`src/rtl/pixel_sequentializer.sv`:
```
// Burst-to-pixel serializer: unpacks wide frame-grabber beats into one pixel per cycle,
// tagging each pixel with row/column coordinates and ap_* frame control.
module pixel_sequentializer #(
    parameter int PIXEL_BIT_WIDTH  = 8,
    parameter int PIXELS_PER_BURST = 8,
    parameter int IN_ROWS          = 4,
    parameter int IN_COLS          = 16
) (
    input  logic                                         clk,
    input  logic                                         s_axis_resetn,
    input  logic                                         ap_start,
    output logic                                         ap_done,
    output logic                                         ap_ready,
    output logic                                         ap_idle,
    input  logic                                         s_axis_tvalid,
    output logic                                         s_axis_tready,
    input  logic [PIXELS_PER_BURST*PIXEL_BIT_WIDTH-1:0]  s_axis_tdata,
    input  logic                                         s_axis_tuser,
    output logic                                         m_axis_tvalid,
    input  logic                                         m_axis_tready,
    output logic [PIXEL_BIT_WIDTH-1:0]                   m_axis_tdata,
    output logic                                         m_axis_tlast,
    output logic [$clog2(IN_COLS)-1:0]                   cnt_col,
    output logic [$clog2(IN_ROWS)-1:0]                   cnt_row,
    output logic                                         frame_err
);
    localparam int COL_W = $clog2(IN_COLS);
    localparam int ROW_W = $clog2(IN_ROWS);
    localparam int K_W   = (PIXELS_PER_BURST > 1) ? $clog2(PIXELS_PER_BURST) : 1;

    if (IN_COLS % PIXELS_PER_BURST != 0) begin : g_bad_cols
        $error("IN_COLS must be a multiple of PIXELS_PER_BURST");
    end

    typedef enum logic [1:0] {S_IDLE, S_RUN, S_DONE} state_t;

    state_t                                      r_state;
    state_t                                      w_state_next;
    logic [PIXELS_PER_BURST*PIXEL_BIT_WIDTH-1:0] r_buf;
    logic [K_W-1:0]                              r_k;
    logic                                        r_full;
    logic [COL_W-1:0]                            r_col;
    logic [ROW_W-1:0]                            r_row;
    logic                                        r_frame_err;

    logic w_run;
    logic w_out_hs;
    logic w_last_k;
    logic w_last_col;
    logic w_last_row;
    logic w_last_pix;
    logic w_in_ready;
    logic w_in_hs;
    logic w_resync;
    logic w_final;

    assign w_run      = (r_state == S_RUN);
    assign w_out_hs   = m_axis_tvalid && m_axis_tready;
    assign w_last_k   = (r_k == K_W'(PIXELS_PER_BURST - 1));
    assign w_last_col = (r_col == COL_W'(IN_COLS - 1));
    assign w_last_row = (r_row == ROW_W'(IN_ROWS - 1));
    assign w_last_pix = w_last_col && w_last_row;
    // Refill in the same cycle the last buffered pixel leaves, except at end of frame.
    assign w_in_ready = w_run && (!r_full || (w_last_k && w_out_hs && !w_last_pix));
    assign w_in_hs    = s_axis_tvalid && w_in_ready;
    assign w_resync   = w_in_hs && s_axis_tuser && ((r_col != '0) || (r_row != '0) || r_full);
    assign w_final    = w_out_hs && w_last_pix;

    always_ff @(posedge clk or negedge s_axis_resetn) begin
        if (!s_axis_resetn) begin
            r_state <= S_IDLE;
        end else begin
            r_state <= w_state_next;
        end
    end

    // NOTE: every always_comb target gets a default first, so no path can infer a latch.
    always_comb begin
        w_state_next = r_state;
        case (r_state)
            S_IDLE:  if (ap_start) w_state_next = S_RUN;
            S_RUN:   if (w_final) w_state_next = S_DONE;
            S_DONE:  w_state_next = S_IDLE;
            default: w_state_next = S_IDLE;
        endcase
    end

    // NOTE: sequential state uses non-blocking assignments only, so every flop samples pre-edge values.
    always_ff @(posedge clk or negedge s_axis_resetn) begin
        if (!s_axis_resetn) begin
            // NOTE: the pixel buffer is reset too, so m_axis_tdata reads 0 out of reset.
            r_buf       <= '0;
            r_k         <= '0;
            r_full      <= 1'b0;
            r_col       <= '0;
            r_row       <= '0;
            r_frame_err <= 1'b0;
        end else begin
            if ((r_state == S_IDLE) && ap_start) begin
                r_frame_err <= 1'b0;
            end else if (w_resync) begin
                r_frame_err <= 1'b1;
            end

            if (w_resync) begin
                r_col <= '0;
                r_row <= '0;
            end else if (w_out_hs) begin
                if (w_last_col) begin
                    r_col <= '0;
                    r_row <= w_last_row ? '0 : r_row + 1'b1;
                end else begin
                    r_col <= r_col + 1'b1;
                end
            end

            if (w_in_hs) begin
                r_buf  <= s_axis_tdata;
                r_k    <= '0;
                r_full <= 1'b1;
            end else if (w_out_hs) begin
                if (w_last_k) begin
                    r_k    <= '0;
                    r_full <= 1'b0;
                end else begin
                    r_k <= r_k + 1'b1;
                end
            end
        end
    end

    assign ap_ready      = (r_state == S_IDLE);
    assign ap_idle       = (r_state == S_IDLE);
    assign ap_done       = (r_state == S_DONE);
    assign s_axis_tready = w_in_ready;
    assign m_axis_tvalid = w_run && r_full;
    assign m_axis_tdata  = r_buf[r_k*PIXEL_BIT_WIDTH +: PIXEL_BIT_WIDTH];
    assign m_axis_tlast  = m_axis_tvalid && w_last_pix;
    assign cnt_col       = r_col;
    assign cnt_row       = r_row;
    assign frame_err     = r_frame_err;

endmodule

```
`config.mk`:
```
export PLATFORM = sky130hd
export DESIGN_NAME = pixel_sequentializer
export DESIGN_NICKNAME = d
export VERILOG_FILES = /design/src/rtl/pixel_sequentializer.sv
export SDC_FILE = /design/constraint.sdc
export NUM_CORES = 1
export LEC_CHECK = 0
export ABC_AREA = 1
export BUFFER_PORTS_ARGS = -buffer_cell sky130_fd_sc_hd__buf_2
export CAP_MARGIN = 20
export CORE_MARGIN = 4
export CORE_UTILIZATION = 38
export DETAILED_ROUTE_END_ITERATION = 7
export PLACE_DENSITY = 0.68
export SYNTH_ARGS = -nofsm -noshare
export SYNTH_HDL_FRONTEND = slang
export SYNTH_SLANG_ARGS = --single-unit
```
`constraint.sdc`:
```
create_clock -name clk -period 2 [get_ports clk]
set_input_delay 0.3 -clock clk [delete_from_list [all_inputs] [get_ports clk]]
set_output_delay 0.3 -clock clk [all_outputs]
set_load 0.02 [all_outputs]
```
# [Word-level counts from Yosys, hierarchy flattened]
# Index checks and enable logic that the tools add are counted.
[word_totals] romBits=0 mem_count=0 latch_bits=0 output_inout_bits=21 mem_bits_rw=0 register_bits=77 in_bits=70
[classes] div=0 add_sub_neg=3 magnitude_cmp=0 n_reduce_logical=28 muxes=18 mul=0 n_shift=1 n_eq_ne=7 n_bitwise=0
[ops] op="$shiftx 64x7->8" count=1
[ops] op="$logic_and 1x1->1" count=12
[ops] op="$mux 2" count=6
[ops] op="$mux 4" count=3
[ops] op="$reduce_bool 2->1" count=6
[ops] op="$mux 3" count=3
[ops] op="$reduce_and 2->1" count=3
[ops] op="$mux 1" count=5
[ops] op="$add 4x1->4 const B" count=1
[ops] op="$eq 2x2->1 const B" count=2
[ops] op="$eq 4x4->1 const B" count=1
[ops] op="$pmux 2 s2" count=1
[ops] op="$reduce_bool 4->1" count=1
[ops] op="$add 3x1->3 const B" count=1
[ops] op="$eq 3x3->1 const B" count=1
[ops] op="$logic_or 1x1->1" count=3
[ops] op="$add 2x1->2 const B" count=1
[ops] op="$eq 2x1->1 const B" count=1
[ops] op="$logic_not 1->1" count=2
[ops] op="$logic_not 2->1" count=1
[ops] op="$ne 2x1->1 const B" count=1
[ops] op="$ne 2x2->1 const B" count=1

# [Logic depth before layout (Yosys ltp)]
# Gate-level depths: netlist of run 1.
[logic_depth] ltp_word=12 depth_mapped=11 ltp_nobuf=10

# [Worst setup path after synthesis of run 1]
# No wires, ideal clock.
[synth_path] kind="register to register" from="reg r_col[0] (netlist: cnt_col[0])" to="reg r_buf[47]" arrival_time_ps=1574 n_path_buf=2 setup_slack_ps=310 setup_time_ps=117 stages_incl_launch_ff=11 path_cell_list="dfrtp_1 -> ha_1 -> nand3_2 -> nor2_2 -> nor2_1 -> and2_4 -> nand2_2 -> buf_6 -> buf_6 -> nand2_1 -> nand2_1"
[synth_between] elab_chain_cells=7
[synth_lines] element="start, declared" line_no="42" source="logic [COL_W-1:0] r_col;"
[synth_lines] element="start signal, assigned" line_no="113" source="r_col <= r_col + 1'b1;"
[synth_lines] element="$eq 4x4->1" line_no="60" source="assign w_last_col = (r_col == COL_W'(IN_COLS - 1));"
[synth_lines] element="$logic_and 1x1->1" line_no="62" source="assign w_last_pix = w_last_col && w_last_row;"
[synth_lines] element="$logic_not 1->1" line_no="64" source="assign w_in_ready = w_run && (!r_full || (w_last_k && w_out_hs && !w_last_pix));"
[synth_lines] element="$logic_and 1x1->1" line_no="64"
[synth_lines] element="$logic_or 1x1->1" line_no="64"
[synth_lines] element="$logic_and 1x1->1" line_no="64"
[synth_lines] element="$logic_and 1x1->1" line_no="65" source="assign w_in_hs = s_axis_tvalid && w_in_ready;"
[synth_lines] element="end signal, assigned" line_no="118" source="r_buf <= s_axis_tdata;"
[synth_lines] element="end, declared" line_no="39" source="logic [PIXELS_PER_BURST*PIXEL_BIT_WIDTH-1:0] r_buf;"
# Every way passes these cells.
# A chain may end at the register's enable or synchronous reset.

# [Final worst setup path of run 1]
[layout_path] from="reg r_k[0]" to="out m_axis_tdata[3]"
[layout_between] elab_chain_cells=1
[layout_lines] element="start, declared" line_no="40" source="logic [K_W-1:0] r_k;"
[layout_lines] element="start signal, assigned" line_no="126" source="r_k <= r_k + 1'b1;"
[layout_lines] element="$shiftx 64x7->8" line_no="137" source="assign m_axis_tdata = r_buf[r_k*PIXEL_BIT_WIDTH +: PIXEL_BIT_WIDTH];"
[layout_lines] element="end, declared" line_no="21" source="output logic [PIXEL_BIT_WIDTH-1:0] m_axis_tdata,"
# Every way passes these cells.

==> results of run 1 <==
[power breakdown]
part,total [mW],internal [mW],switching (mW)
logic,3.97,1.66,2.31
registers,2.75,2.26,0.488
clock network,1.18,0.616,0.565
[cells by family (layout without fill, tap and decap cells)]
family | Yosys count | count (layout) | share of synthesized area [%]
xor gates and xnor gates | 1 | 1 | 0.227
adders and majority gates | 6 | 6 | 1.95
and+or+nand+nor | 316 | 316 | 34.2
DFF | 77 | 77 | 49.9
buffers and inverters | 55 | 143 | 7.10
AOI/OAI and AO/OA | 38 | 38 | 6.61
[stage by stage]
| step | hold WS (ps) | total power, mW | std cells |
|---|---|---|---|
| 2_1_floorplan | 4.41 | 4.91 | 493 |
| 3_3_place_gp | 209 | 5.85 | 694 |
| 3_5_place_dp | 215 | 5.95 | 694 |
| 4_1_cts | 168 | 7.44 | 714 |
| 5_1_grt | 182 | 8.50 | 714 |
| 6_report | 182 | 7.89 | 714 |
[synth_stat cells]
library cell and count:
sky130_fd_sc_hd__buf_2 9, sky130_fd_sc_hd__xor2_1 1, sky130_fd_sc_hd__o21ai_0 19, sky130_fd_sc_hd__nor3_1 1, sky130_fd_sc_hd__nand2_1 174, sky130_fd_sc_hd__and2_4 1
sky130_fd_sc_hd__nor2_4 1, sky130_fd_sc_hd__inv_1 14, sky130_fd_sc_hd__nand3_2 1, sky130_fd_sc_hd__clkbuf_1 14, sky130_fd_sc_hd__nor2_2 1, sky130_fd_sc_hd__inv_2 5
sky130_fd_sc_hd__nand3_1 72, sky130_fd_sc_hd__o211ai_1 2, sky130_fd_sc_hd__nand2_2 2, sky130_fd_sc_hd__buf_4 7, sky130_fd_sc_hd__buf_1 1, sky130_fd_sc_hd__buf_6 4
sky130_fd_sc_hd__clkinv_1 1, sky130_fd_sc_hd__dfrtp_1 77, sky130_fd_sc_hd__ha_1 6, sky130_fd_sc_hd__and3_1 1, sky130_fd_sc_hd__nor2_1 57, sky130_fd_sc_hd__o21ai_1 1
sky130_fd_sc_hd__o32ai_1 16, sky130_fd_sc_hd__nand4_1 5
[layout by cell type (no fill, tap or decap), types with 7 or more instances in the layout]
| cell | Yosys | layout |
|---|---|---|
| sky130_fd_sc_hd__buf_4 | 7 | 8 |
| sky130_fd_sc_hd__nand3_1 | 72 | 72 |
| sky130_fd_sc_hd__dfrtp_1 | 77 | 76 |
| sky130_fd_sc_hd__nand2_2 | 2 | 7 |
| sky130_fd_sc_hd__inv_1 | 14 | 13 |
| sky130_fd_sc_hd__nor2_1 | 57 | 54 |
| sky130_fd_sc_hd__buf_6 | 4 | 10 |
| sky130_fd_sc_hd__o21ai_0 | 19 | 15 |
| sky130_fd_sc_hd__clkbuf_8 | 0 | 10 |
| sky130_fd_sc_hd__buf_2 | 9 | 80 |
| sky130_fd_sc_hd__o32ai_2 | 0 | 9 |
| sky130_fd_sc_hd__nand2_1 | 174 | 169 |
[sequential cells by signal, indices dropped and copies added (netlist names)]
signal / count
frame_err: 1
r_buf: 64
cnt_row: 2
r_full: 1
r_state: 2
r_k: 3
cnt_col: 4
[per-layer routing]
| layer | vias to the layer above | track usage [%] |
|---|---|---|
| met5 | - | 0 |
| met4 | 0 | 5.68 |
| met3 | 16 | 3.08 |
| met2 | 94 | 29.8 |
| met1 | 1702 | 25.5 |
| li1 | 1764 | - |
[worst register-to-register path, stage by stage (launching register included)]
cell and delay (ps):
sky130_fd_sc_hd__dfrtp_2 450, sky130_fd_sc_hd__ha_2 190, sky130_fd_sc_hd__ha_2 180, sky130_fd_sc_hd__nand4_1 110
sky130_fd_sc_hd__nand2_2 90, sky130_fd_sc_hd__and2_4 150, sky130_fd_sc_hd__buf_6 140, sky130_fd_sc_hd__nand2_2 100
sky130_fd_sc_hd__buf_12 200, sky130_fd_sc_hd__nand2_1 100, sky130_fd_sc_hd__nand2_1 50
[path summary, 6_finish.rpt]
check	start	end	slack [ps]	cells past startpoint
min	s_axis_tdata[53]	r_buf[53]	180	3
min in group asynchronous	s_axis_resetn	r_buf[53]	380	2
min reg2reg	r_buf[32]	r_buf[32]	470	2
max reg2reg	r_k[0]	r_buf[4]	140	10
max in group asynchronous	s_axis_resetn	r_k[0]	1000	3
max	r_k[0]	m_axis_tdata[3]	-10	7
[area by class of cell]
cell class	count	area, um2	share of cell area, %
Multi-Input combinational cell	361	1810	36.9
Clock inverter	3	43.8	0.894
Sequential cell	77	1930	39.3
Clock buffer	13	149	3.04
Timing Repair Buffer	107	728	14.9
Tap cell	133	166	3.40
Inverter	20	77.6	1.58
[what timing repair did]
item | 4_1_cts | 5_1_grt
pin swaps | 1 | 13
setup buffers | 2 | 1
hold buffers | 1 | 0
setup endpoints to repair | 9 | 63
cloned | 1 | 0
gates resized for setup | 22 | 42
endpoints found under the hold margin | 21 | 0
==> parameters.txt, run 1 <==
Parameter                              Value

STA
  Setup repair after global routing missed its margin ... yes
  Final Hold Vio Count ... 0
  Maximum clock rate ... around 500 MHz
  Worst-case setup margin in the final layout ... -14.3 ps
  Worst slew margin ... 68.7%
  Ratio of final minimum period to clock period ... 101%
  Worst clock skew on the final layout ... 11.5 ps
  Sum Neg Setup Slack ... -25.4 ps
  Period minus WS final ... a little over 2000 ps
  Pins Over Slew Limit ... 0
  Worst-margin pin slew ... approximately 470 ps
  Final setup vio count ... 2

Placement
  Port buffer count ... 90
  Detail Placement HPWL ... 7410 um
  Post-placement cell area ... 0.00443 mm2
  Final weighted congestion of routability-driven global placement ... 0.869
  Post-place setup slack ... 172 ps

GRT
  Congestion Overflow GR ... 0
  Aggregate global-route resource usage ... 18.5%
  Maximum number of pins on one net before global-route repair ... 57
  Wire length of the first global-routing pass ... around 17000 um
  Number of global-route vias before repair ... 3548
  Antenna violations before repair ... 0

Flow run
  Number of max-cap violations ... 0

Clock tree
  H-tree level count ... 3
  Number of buffers created by CTS ... 9
  CTS tree ... built
  CTS clk-pin slew, worst paths ... roughly 80 ps
  Worst-case clock buffer depth ... 2
  Sinks on Clock Net ... between 70 and 80
  Root buf cell ... sky130_fd_sc_hd__clkbuf_8
  Clock latency at the later pin of the worst-skew pair ... 340 ps

Cells and area
  Total of fill cells in the finished design ... 964
  Nets ... 652
  Share of the core filled with cells in the final layout ... 49.9%
  Share of cells above drive strength 1 ... 26.5%
  Number of diodes ... 0
  Final design instance area without fill ... 0.00490 mm2
  P&R area growth vs syn ... 27.0%

Drt
  Highest routing layer actually used ... met4
  Number of iterations in the first detailed-routing pass ... 4
  Met2 WL post-DR ... 5130 um
  Wl on met1 ... about 4800 um
  Total met3 wirelength after detailed routing ... 491 um
  Average via count per standard cell ... 5.01
  Routed vias ... 3576
  Remaining design rule violation count ... 0
  Count of nets left with antenna violations after detail routing ... 0
  Total length of routed wires ... 10600 um
  Average routed wire per standard cell ... 14.9 um
  Number of DRC markers after the initial detailed-route iteration ... 257

Critical path
  Startpoint type of the worst setup path ... flop
  Crit path max fanout ... 8
  Slowest library cell on the worst path ... sky130_fd_sc_hd__dfrtp_2
  Worst setup path category ... flop to output port
  Critical Path Max Stage Delay ... 470 ps
  Top Family by Delay on Critical Path ... flip-flops
  Data arrival time of the critical path ... 1710 ps
  Worst Path Buf+Inv ... 3
  Worst path required time ... 1700 ps
  CP dominant cell by count ... sky130_fd_sc_hd__nand2_1
  Type of element capturing the critical path ... output port
  Crit-path cells ... inv_4, buf_8, nor2_1, o32ai_2, nand2_1, nand2_1, buf_6

Synthesis
  Number of distinct library cells after synthesis ... 26
  Portion of synthesized cell area occupied by the leading cell type ... 49.9%
  Net count of the mapped netlist ... between 500 and 600
  Flip-flop and latch count after synthesis ... 77
  Synth Instances ... around 490
  Register area share after synthesis ... 49.9%
  Top cell type by total area after synthesis ... sky130_fd_sc_hd__dfrtp_1
  Number of synthesis warnings ... 0
  Top area cells in the synthesized netlist ... sky130_fd_sc_hd__dfrtp_1, sky130_fd_sc_hd__nand2_1, sky130_fd_sc_hd__nand3_1
  Syn Area/Cell ... 7.83 um2
  Post-synth design cell area ... 0.00386 mm2

Die
  Die width ... 109 um
  DIE HEIGHT ... 109 um
  Top-level I/O count ... 91
  Die area ... 0.0118 mm2
  Placeable core region ... about 0.0098 mm2
  Std cell rows ... 36
  Effective utilization at floorplan ... between 30% and 40%

Run status
  Violated checks ... setup timing
  Outcome ... finished with violations

Power
  Leakage power figure ... 2.59 nW
  IR Drop Worst-Case VDD ... about 0.65 mV
  Power density relative to cell area ... 1610 mW/mm2

Hold path
  Worst hold path type ... input pin to flop
Power figures use the tool's default switching activity.
==> inputs of run 2 (changes only) <==
ABC_AREA = not set   (was 1)
PLACE_DENSITY = not set   (was 0.68)
==> parameters.txt, run 2 <==
Parameter                              Value

Clock tree
  Clock latency at the later pin of the worst-skew pair ... 340 ps (about the same)
  CTS clk-pin slew, worst paths ... 80 ps (about the same)
  Sinks on Clock Net ... 77 (unchanged)
  H-tree level count ... 3 (unchanged)
  Worst-case clock buffer depth ... 2 (unchanged)
  Root buf cell ... sky130_fd_sc_hd__clkbuf_8
  Number of buffers created by CTS ... 9 (unchanged)
  CTS tree ... built

Synthesis
  Register area share after synthesis ... 52.8% (+2.8 points)
  Syn Area/Cell ... 14.7 um2 (+87%)
  Multiplexer share of the synthesized area ... 32.3% (+32 points)
  Compound-Gate Fraction of Synth Area ... 3.80% (-2.8 points)
  Top area cells in the synthesized netlist ... sky130_fd_sc_hd__dfrtp_1, sky130_fd_sc_hd__mux2_1, sky130_fd_sc_hd__mux2_2
  Post-synthesis share of cell area spent on and, or, nand and nor gates ... 4.52% (-30 points)
  Post-synth design cell area ... 0.00365 mm2 (-5.4%)
  Dominant cell by count in the synthesized netlist ... sky130_fd_sc_hd__dfrtp_1
  Number of synthesis warnings ... 0 (unchanged)
  Adder-cell share of the synthesized area ... 2.06% (+0.11 points)
  Most instantiated flip-flop cell in the synthesis netlist ... sky130_fd_sc_hd__dfrtp_1
  Synth Instances ... 249 (-49%)
  Flip-flop and latch count after synthesis ... 77 (unchanged)
  Portion of synthesized cell area occupied by the leading cell type ... 52.8% (+2.8 points)
  Net count of the mapped netlist ... 325 (-43%)
  Number of enable-type register cells in the synthesized netlist ... 0 (unchanged)
  Top cell type by total area after synthesis ... sky130_fd_sc_hd__dfrtp_1
  Share of synthesized flip-flops with an asynchronous set or reset ... 100% (unchanged)
  Xor-xnor portion of the synthesized cell area ... 0% (-0.23 points)
  Top post-synthesis cells by count ... sky130_fd_sc_hd__dfrtp_1, sky130_fd_sc_hd__mux2_1, sky130_fd_sc_hd__mux2_2
  Dominant combinational cell family by area after synthesis ... multiplexers
  Number of distinct library cells after synthesis ... 34 (+31%)

Power
  Relative contribution of sequential cells to total power ... 33.7% (-1.1 points)
  Power density relative to cell area ... 1610 mW/mm2 (+0.16%)
  Proportion of total power due to net switching ... 32.5% (-10 points)
  Cell-internal power ... 5.49 mW (+21%)
  Switching component of the power ... 2.64 mW (-21%)
  Total chip power ... 8.14 mW (+3.1%)
  Leakage power figure ... 2.30 nW (-12%)
  Comb power frac ... 50.8% (+0.5 points)
  Share of power burned in the clock network ... 15.5% (+0.5 points)
  IR Drop Worst-Case VDD ... 0.847 mV (+31%)

STA
  Pins Over Slew Limit ... 0 (unchanged)
  Worst slew margin ... 70.7% (+2.1 points)
  Worst clock skew on the final layout ... 9.49 ps (-2.04 ps)
  Worst hold-check slack ... 174 ps (-8.28 ps)
  Sum Neg Setup Slack ... -12740 ps (-12720 ps)
  Worst-margin pin slew ... 437 ps (-31.5 ps)
  Period minus WS final ... 2220 ps (+205 ps)
  Maximum clock rate ... 451 MHz (-9.2%)
  Worst-case setup margin in the final layout ... -219 ps (-205 ps)
  Final setup vio count ... 74 (+72)
  Ratio of final minimum period to clock period ... 111% (+10 points)
  Setup repair after global routing missed its margin ... yes
  Final Hold Vio Count ... 0 (unchanged)

Cells and area
  Share of cells above drive strength 1 ... 55.1% (+29 points)
  Nets ... 444 (-32%)
  FF+latch area ... 0.00193 mm2 (about the same)
  Most common cell after layout, fill and taps aside ... sky130_fd_sc_hd__buf_2
  P&R area growth vs syn ... 38.1%
  Area of the multi-input gates ... 0.00167 mm2 (-7.5%)
  Largest register FFs ... 64 (unchanged)
  Number of diodes ... 0 (unchanged)
  Leading cell types in the layout, fill and taps excluded ... sky130_fd_sc_hd__buf_2, sky130_fd_sc_hd__dfrtp_1, sky130_fd_sc_hd__mux2_1, sky130_fd_sc_hd__mux2_2, sky130_fd_sc_hd__buf_4
  Total of fill cells in the finished design ... 824 (-15%)
  Largest Register ... r_buf

Die
  DIE HEIGHT ... 106 um (-2.5%)
  Placeable core region ... 0.00928 mm2 (-5.5%)
  Top-level I/O count ... 91 (unchanged)
  Std cell rows ... 35 (-2.8%)
  Effective utilization at floorplan ... 39.3% (+0.043 points)
  Die width ... 106 um (-2.5%)
  Die area ... 0.0112 mm2 (-5.0%)

Drt
  Total length of routed wires ... 8840 um (-17%)
  Count of nets left with antenna violations after detail routing ... 0 (unchanged)
  Routed vias ... 2502 (-30%)
  Remaining design rule violation count ... 0 (unchanged)
  Average via count per standard cell ... 4.99 (-0.29%)
  Average routed wire per standard cell ... 17.7 um (+19%)
  Number of iterations in the first detailed-routing pass ... 4 (unchanged)
  Number of DRC markers after the initial detailed-route iteration ... 98 (-62%)

GRT
  Maximum number of pins on one net before global-route repair ... 53 (-7.0%)
  Number of global-route vias before repair ... 2590 (-27%)
  Congestion Overflow GR ... 0 (unchanged)
  Aggregate global-route resource usage ... 15.3% (-3.2 points)
  Wire length of the first global-routing pass ... 13200 um (-23%)
  Antenna violations before repair ... 1 (+1)

Placement
  Final weighted congestion of routability-driven global placement ... 0.796 (-8.4%)
  Detail Placement HPWL ... 5620 um (-24%)
  Port buffer count ... 90 (unchanged)

Hold path
  Worst hold path type ... input pin to flop

Critical path
  Data arrival time of the critical path ... 2440 ps (+730 ps)
  Startpoint type of the worst setup path ... flop
  Crit path max fanout ... 5 (-3)
  Type of element capturing the critical path ... flop
  Worst path required time ... 2220 ps (+520 ps)
  Flop-to-flop setup slack ... -220 ps (-360 ps)
  Worst setup path category ... flop to flop

Run status
  Outcome ... finished with violations
  Violated checks ... setup timing

Flow run
  Number of max-cap violations ... 0 (unchanged)
[run 2: layout make-up]
cell class / instances / area share, %
clock buffer: 10 / 2.73
timing repair buffer: 125 / 20.5
tap: 129 / 3.20
sequential: 77 / 38.3
multi-input combinational: 146 / 33.2
clock inverter: 5 / 1.49
inverter: 9 / 0.670
[run 2: logic make-up after synthesis]
family,count (synthesis)
AOI/OAI and AO/OA,20
muxes,89
DFF,77
buffers and inverters,26
and+or+nand+nor,31
adders and majority gates,6
[run 2: path summary, 6_finish.rpt]
kind | end | start | cells past startpoint
setup / recovery | r_buf[54] | r_k[0] | 10
hold / removal | r_buf[55] | s_axis_tdata[55] | 2
setup reg to reg | r_buf[54] | r_k[0] | 10
hold reg to reg | r_buf[50] | r_buf[50] | 1
max in group asynchronous | r_buf[39] | s_axis_resetn | 3
min in group asynchronous | r_state[1] | s_axis_resetn | 2
[run 2: repair_timing]
action / in CTS / in global routing
buffers inserted: 4 / 6
setup endpoints to repair: 38 / 73
resized for setup: 28 / 25
pin swaps: 3 / 0
endpoints found under the hold margin: 25 / 0
cloned: 4 / 5
hold buffers: 1 / 0
[run 2: worst max-delay path, cell delays in order (launching register included)]
cell	delay, ps
sky130_fd_sc_hd__dfrtp_2	460
sky130_fd_sc_hd__buf_4	140
sky130_fd_sc_hd__buf_6	90
sky130_fd_sc_hd__ha_4	130
sky130_fd_sc_hd__ha_4	130
sky130_fd_sc_hd__a21boi_4	60
sky130_fd_sc_hd__a311oi_4	250
sky130_fd_sc_hd__buf_6	180
sky130_fd_sc_hd__buf_12	150
sky130_fd_sc_hd__clkbuf_16	150
sky130_fd_sc_hd__mux2_1	330
[run 2: power by group through the flow]
| stage | registers [mW] | logic, mW | clock network (mW) |
|---|---|---|---|
| final | 2.74 | 4.13 | 1.26 |
| after global routing | 2.84 | 4.44 | 1.37 |
| after CTS | 2.72 | 3.66 | 1.30 |
| after detailed placement | 2.74 | 3.19 | 0 |
| after global placement | 2.70 | 3.14 | 0 |
| after floorplan | 2.68 | 2.29 | 0 |
[run 2: through the flow]
step	util (%)	cells	cell area [um2]	setup WS, ps
after floorplan	-	249	3650	1.24
after global placement	46.3	466	4300	34.5
after detailed placement	46.3	466	4300	4.13
after CTS	51.4	490	4770	-261
after global routing	54.3	501	5040	-281
final	54.3	501	5040	-219
[run 2: routing by layer]
layer	routed length [um]	track usage, %
met4	33	3.33
met1	3890	20.7
met5	7	0
met3	539	4.61
met2	4380	24.3
==> inputs of run 3 (changes only) <==
PLACE_DENSITY = 0.65   (was not set)
==> parameters.txt, run 3 (synthesized netlist as in run 2, its figures left out) <==
Parameter                              Value

Cells and area
  Most common cell after layout, fill and taps aside ... sky130_fd_sc_hd__buf_2
  Final design instance area without fill ... 0.00527 mm2 (+4.5%)
  Leading cell types in the layout, fill and taps excluded ... sky130_fd_sc_hd__buf_2, sky130_fd_sc_hd__dfrtp_1, sky130_fd_sc_hd__mux2_4, sky130_fd_sc_hd__buf_4
  Number of diodes ... 0 (unchanged)
  Largest register FFs ... 64 (unchanged)
  Nets ... 451 (+1.6%)
  Total of fill cells in the finished design ... 802 (-2.7%)
  P&R area growth vs syn ... 44.4%
  Largest Register ... r_buf
  Share of cells above drive strength 1 ... 64.0% (+8.9 points)

Drt
  Average routed wire per standard cell ... 19.2 um (+8.8%)
  Average via count per standard cell ... 5.14 (+3.0%)
  Number of DRC markers after the initial detailed-route iteration ... 96 (-2.0%)
  Routed vias ... 2607 (+4.2%)
  Number of iterations in the first detailed-routing pass ... 4 (unchanged)
  Count of nets left with antenna violations after detail routing ... 0 (unchanged)
  Total length of routed wires ... 9740 um (+10%)
  Remaining design rule violation count ... 0 (unchanged)

Critical path
  Worst Path Buf+Inv ... 2 (-3)
  Top Family by Delay on Critical Path ... multiplexers
  Critical Path Max Stage Delay ... 540 ps (+80 ps)
  Worst path required time ... 1700 ps (-520 ps)
  Crit path max fanout ... 6 (+1)
  Reg-to-Reg Start ... r_k[0]
  Startpoint type of the worst setup path ... flop
  Launch point of the critical path ... r_k[0]
  Type of element capturing the critical path ... output port
  Crit-path cells ... buf_12, mux4_2, mux2_4, buf_6
  Worst setup path category ... flop to output port
  Slowest library cell on the worst path ... sky130_fd_sc_hd__mux4_2
  Data arrival time of the critical path ... 1930 ps (-510 ps)

STA
  Period minus WS final ... 2230 ps (+8.83 ps)
  Setup repair after global routing missed its margin ... yes
  Pins Over Slew Limit ... 0 (unchanged)
  Worst clock skew on the final layout ... 8.25 ps (-1.24 ps)
  Worst slew margin ... 71.8% (+1.1 points)
  Final Hold Vio Count ... 0 (unchanged)
  Final setup vio count ... 75 (+1.4%)
  Worst-margin pin slew ... 423 ps (-14.6 ps)
  Worst-case setup margin in the final layout ... -228 ps (-8.83 ps)
  Maximum clock rate ... 449 MHz (-0.40%)
  Ratio of final minimum period to clock period ... 111% (+0.44 points)

Clock tree
  Clock latency at the later pin of the worst-skew pair ... 340 ps (about the same)
  CTS tree ... built
  Root buf cell ... sky130_fd_sc_hd__clkbuf_8
  CTS clk-pin slew, worst paths ... 70 ps (about the same)
  Number of buffers created by CTS ... 9 (unchanged)
  Sinks on Clock Net ... 77 (unchanged)
  H-tree level count ... 3 (unchanged)
  Worst-case clock buffer depth ... 2 (unchanged)

Die
  DIE HEIGHT ... 106 um (unchanged)
  Placeable core region ... 0.00928 mm2 (unchanged)
  Die width ... 106 um (unchanged)
  Top-level I/O count ... 91 (unchanged)
  Die area ... 0.0112 mm2 (unchanged)
  Effective utilization at floorplan ... 39.3% (unchanged)
  Std cell rows ... 35 (unchanged)

Placement
  Post-placement cell area ... 0.00429 mm2 (-0.12%)
  Port buffer count ... 90 (unchanged)
  Detail Placement HPWL ... 5620 um (about the same)
  Post-place setup slack ... -0.600 ps (-4.73 ps)
  Final weighted congestion of routability-driven global placement ... 0.790 (-0.70%)

GRT
  Antenna violations before repair ... 1 (unchanged)
  Congestion Overflow GR ... 0 (unchanged)
  Maximum number of pins on one net before global-route repair ... 47 (-11%)
  Wire length of the first global-routing pass ... 15100 um (+14%)
  Aggregate global-route resource usage ... 17.6% (+2.3 points)
  Number of global-route vias before repair ... 2787 (+7.6%)

Power
  IR Drop Worst-Case VDD ... 1.15 mV (+36%)
  Comb power frac ... 56.2% (+5.4 points)
  Proportion of total power due to net switching ... 33.3% (+0.76 points)
  Switching component of the power ... 2.85 mW (+7.9%)
  Relative contribution of sequential cells to total power ... 32.7% (-1.0 points)
  Leakage power figure ... 2.45 nW (+6.5%)
  Share of power burned in the clock network ... 11.1% (-4.4 points)
  Power density relative to cell area ... 1630 mW/mm2 (+0.83%)
  Cell-internal power ... 5.72 mW (+4.2%)

Run status
  Outcome ... finished with violations
  Violated checks ... setup timing

Flow run
  Number of max-cap violations ... 0 (unchanged)

Hold path
  Hold wc startpoint ... s_axis_tdata[55]
  Worst hold path type ... input pin to flop
## run 3: cell types whose count changed in the layout (fill, tap and decap cells not counted), moves of 3 or more
cell	before	now
sky130_fd_sc_hd__mux2_1	35	6
sky130_fd_sc_hd__a21oi_2	0	3
sky130_fd_sc_hd__buf_6	10	16
sky130_fd_sc_hd__mux2_2	29	9
sky130_fd_sc_hd__clkbuf_16	5	2
sky130_fd_sc_hd__mux2_4	8	57
sky130_fd_sc_hd__buf_12	5	9
sky130_fd_sc_hd__a21oi_1	4	1
## run 3: per-layer routing
layer	vias to the layer above	wire length (um)	track usage, %
li1	1171	-	-
met1	1346	4240	22.5
met2	77	4840	29.1
met3	11	560	5.95
met4	2	79	3.70
met5	-	18	0
## run 3: power by group through the flow
| stage | registers [mW] | clock network [mW] | logic (mW) |
|---|---|---|---|
| 2_1_floorplan | 2.68 | 0 | 2.29 |
| 3_3_place_gp | 2.71 | 0 | 3.10 |
| 3_5_place_dp | 2.74 | 0 | 3.16 |
| 4_1_cts | 2.77 | 0.987 | 4.48 |
| 5_1_grt | 2.90 | 1.06 | 5.10 |
| 6_report | 2.81 | 0.950 | 4.82 |
## run 3: layout make-up
class / instances / area (um2) / area share, %
clock buffers: 11 / 131 / 2.49
inverters: 9 / 33.8 / 0.641
multi-input cells: 146 / 1890 / 35.9
repair buffers: 132 / 1110 / 21.1
flip-flops and latches: 77 / 1930 / 36.6
well taps: 129 / 161 / 3.06
clock inverters: 3 / 15.0 / 0.285
## run 3: stage by stage
stage / std cells / power, mW / hold slack [ps] / TNS [ps] / utilization (%)
2_1_floorplan: 249 / 4.98 / 4.41 / 0 / -
3_3_place_gp: 467 / 5.81 / 267 / 0 / 46.2
3_5_place_dp: 467 / 5.90 / 268 / -0.600 / 46.2
4_1_cts: 503 / 8.23 / 155 / -4760 / 55.2
5_1_grt: 507 / 9.05 / 162 / -13500 / 56.8
6_report: 507 / 8.58 / 175 / -8050 / 56.8
## run 3: worst register-to-register path, cell delays in order (launching register included)
cell	delay, ps
sky130_fd_sc_hd__dfrtp_2	470
sky130_fd_sc_hd__buf_4	160
sky130_fd_sc_hd__ha_4	160
sky130_fd_sc_hd__ha_4	160
sky130_fd_sc_hd__a21boi_4	180
sky130_fd_sc_hd__a311oi_4	60
sky130_fd_sc_hd__buf_6	170
sky130_fd_sc_hd__buf_6	120
sky130_fd_sc_hd__buf_12	120
sky130_fd_sc_hd__buf_16	140
sky130_fd_sc_hd__mux2_4	300
## run 3: what timing repair did
item / in CTS / in global routing
pin swaps: 4 / 2
setup buffers: 15 / 3
cloned: 6 / 2
endpoints found under the hold margin: 31 / 0
hold buffers: 1 / 0
setup endpoints to repair: 57 / 75
gates resized for setup: 92 / 26
## run 3: path summary, 6_finish.rpt
path | endpoint | slack [ps] | cells after the start
worst max-delay path | m_axis_tdata[7] | -230 | 4
worst min-delay path | r_buf[55] | 170 | 2
worst max register to register | r_buf[52] | -150 | 10
worst min register to register | r_buf[25] | 490 | 1
max in group asynchronous | r_k[0] | 950 | 3
min in group asynchronous | r_buf[43] | 460 | 2
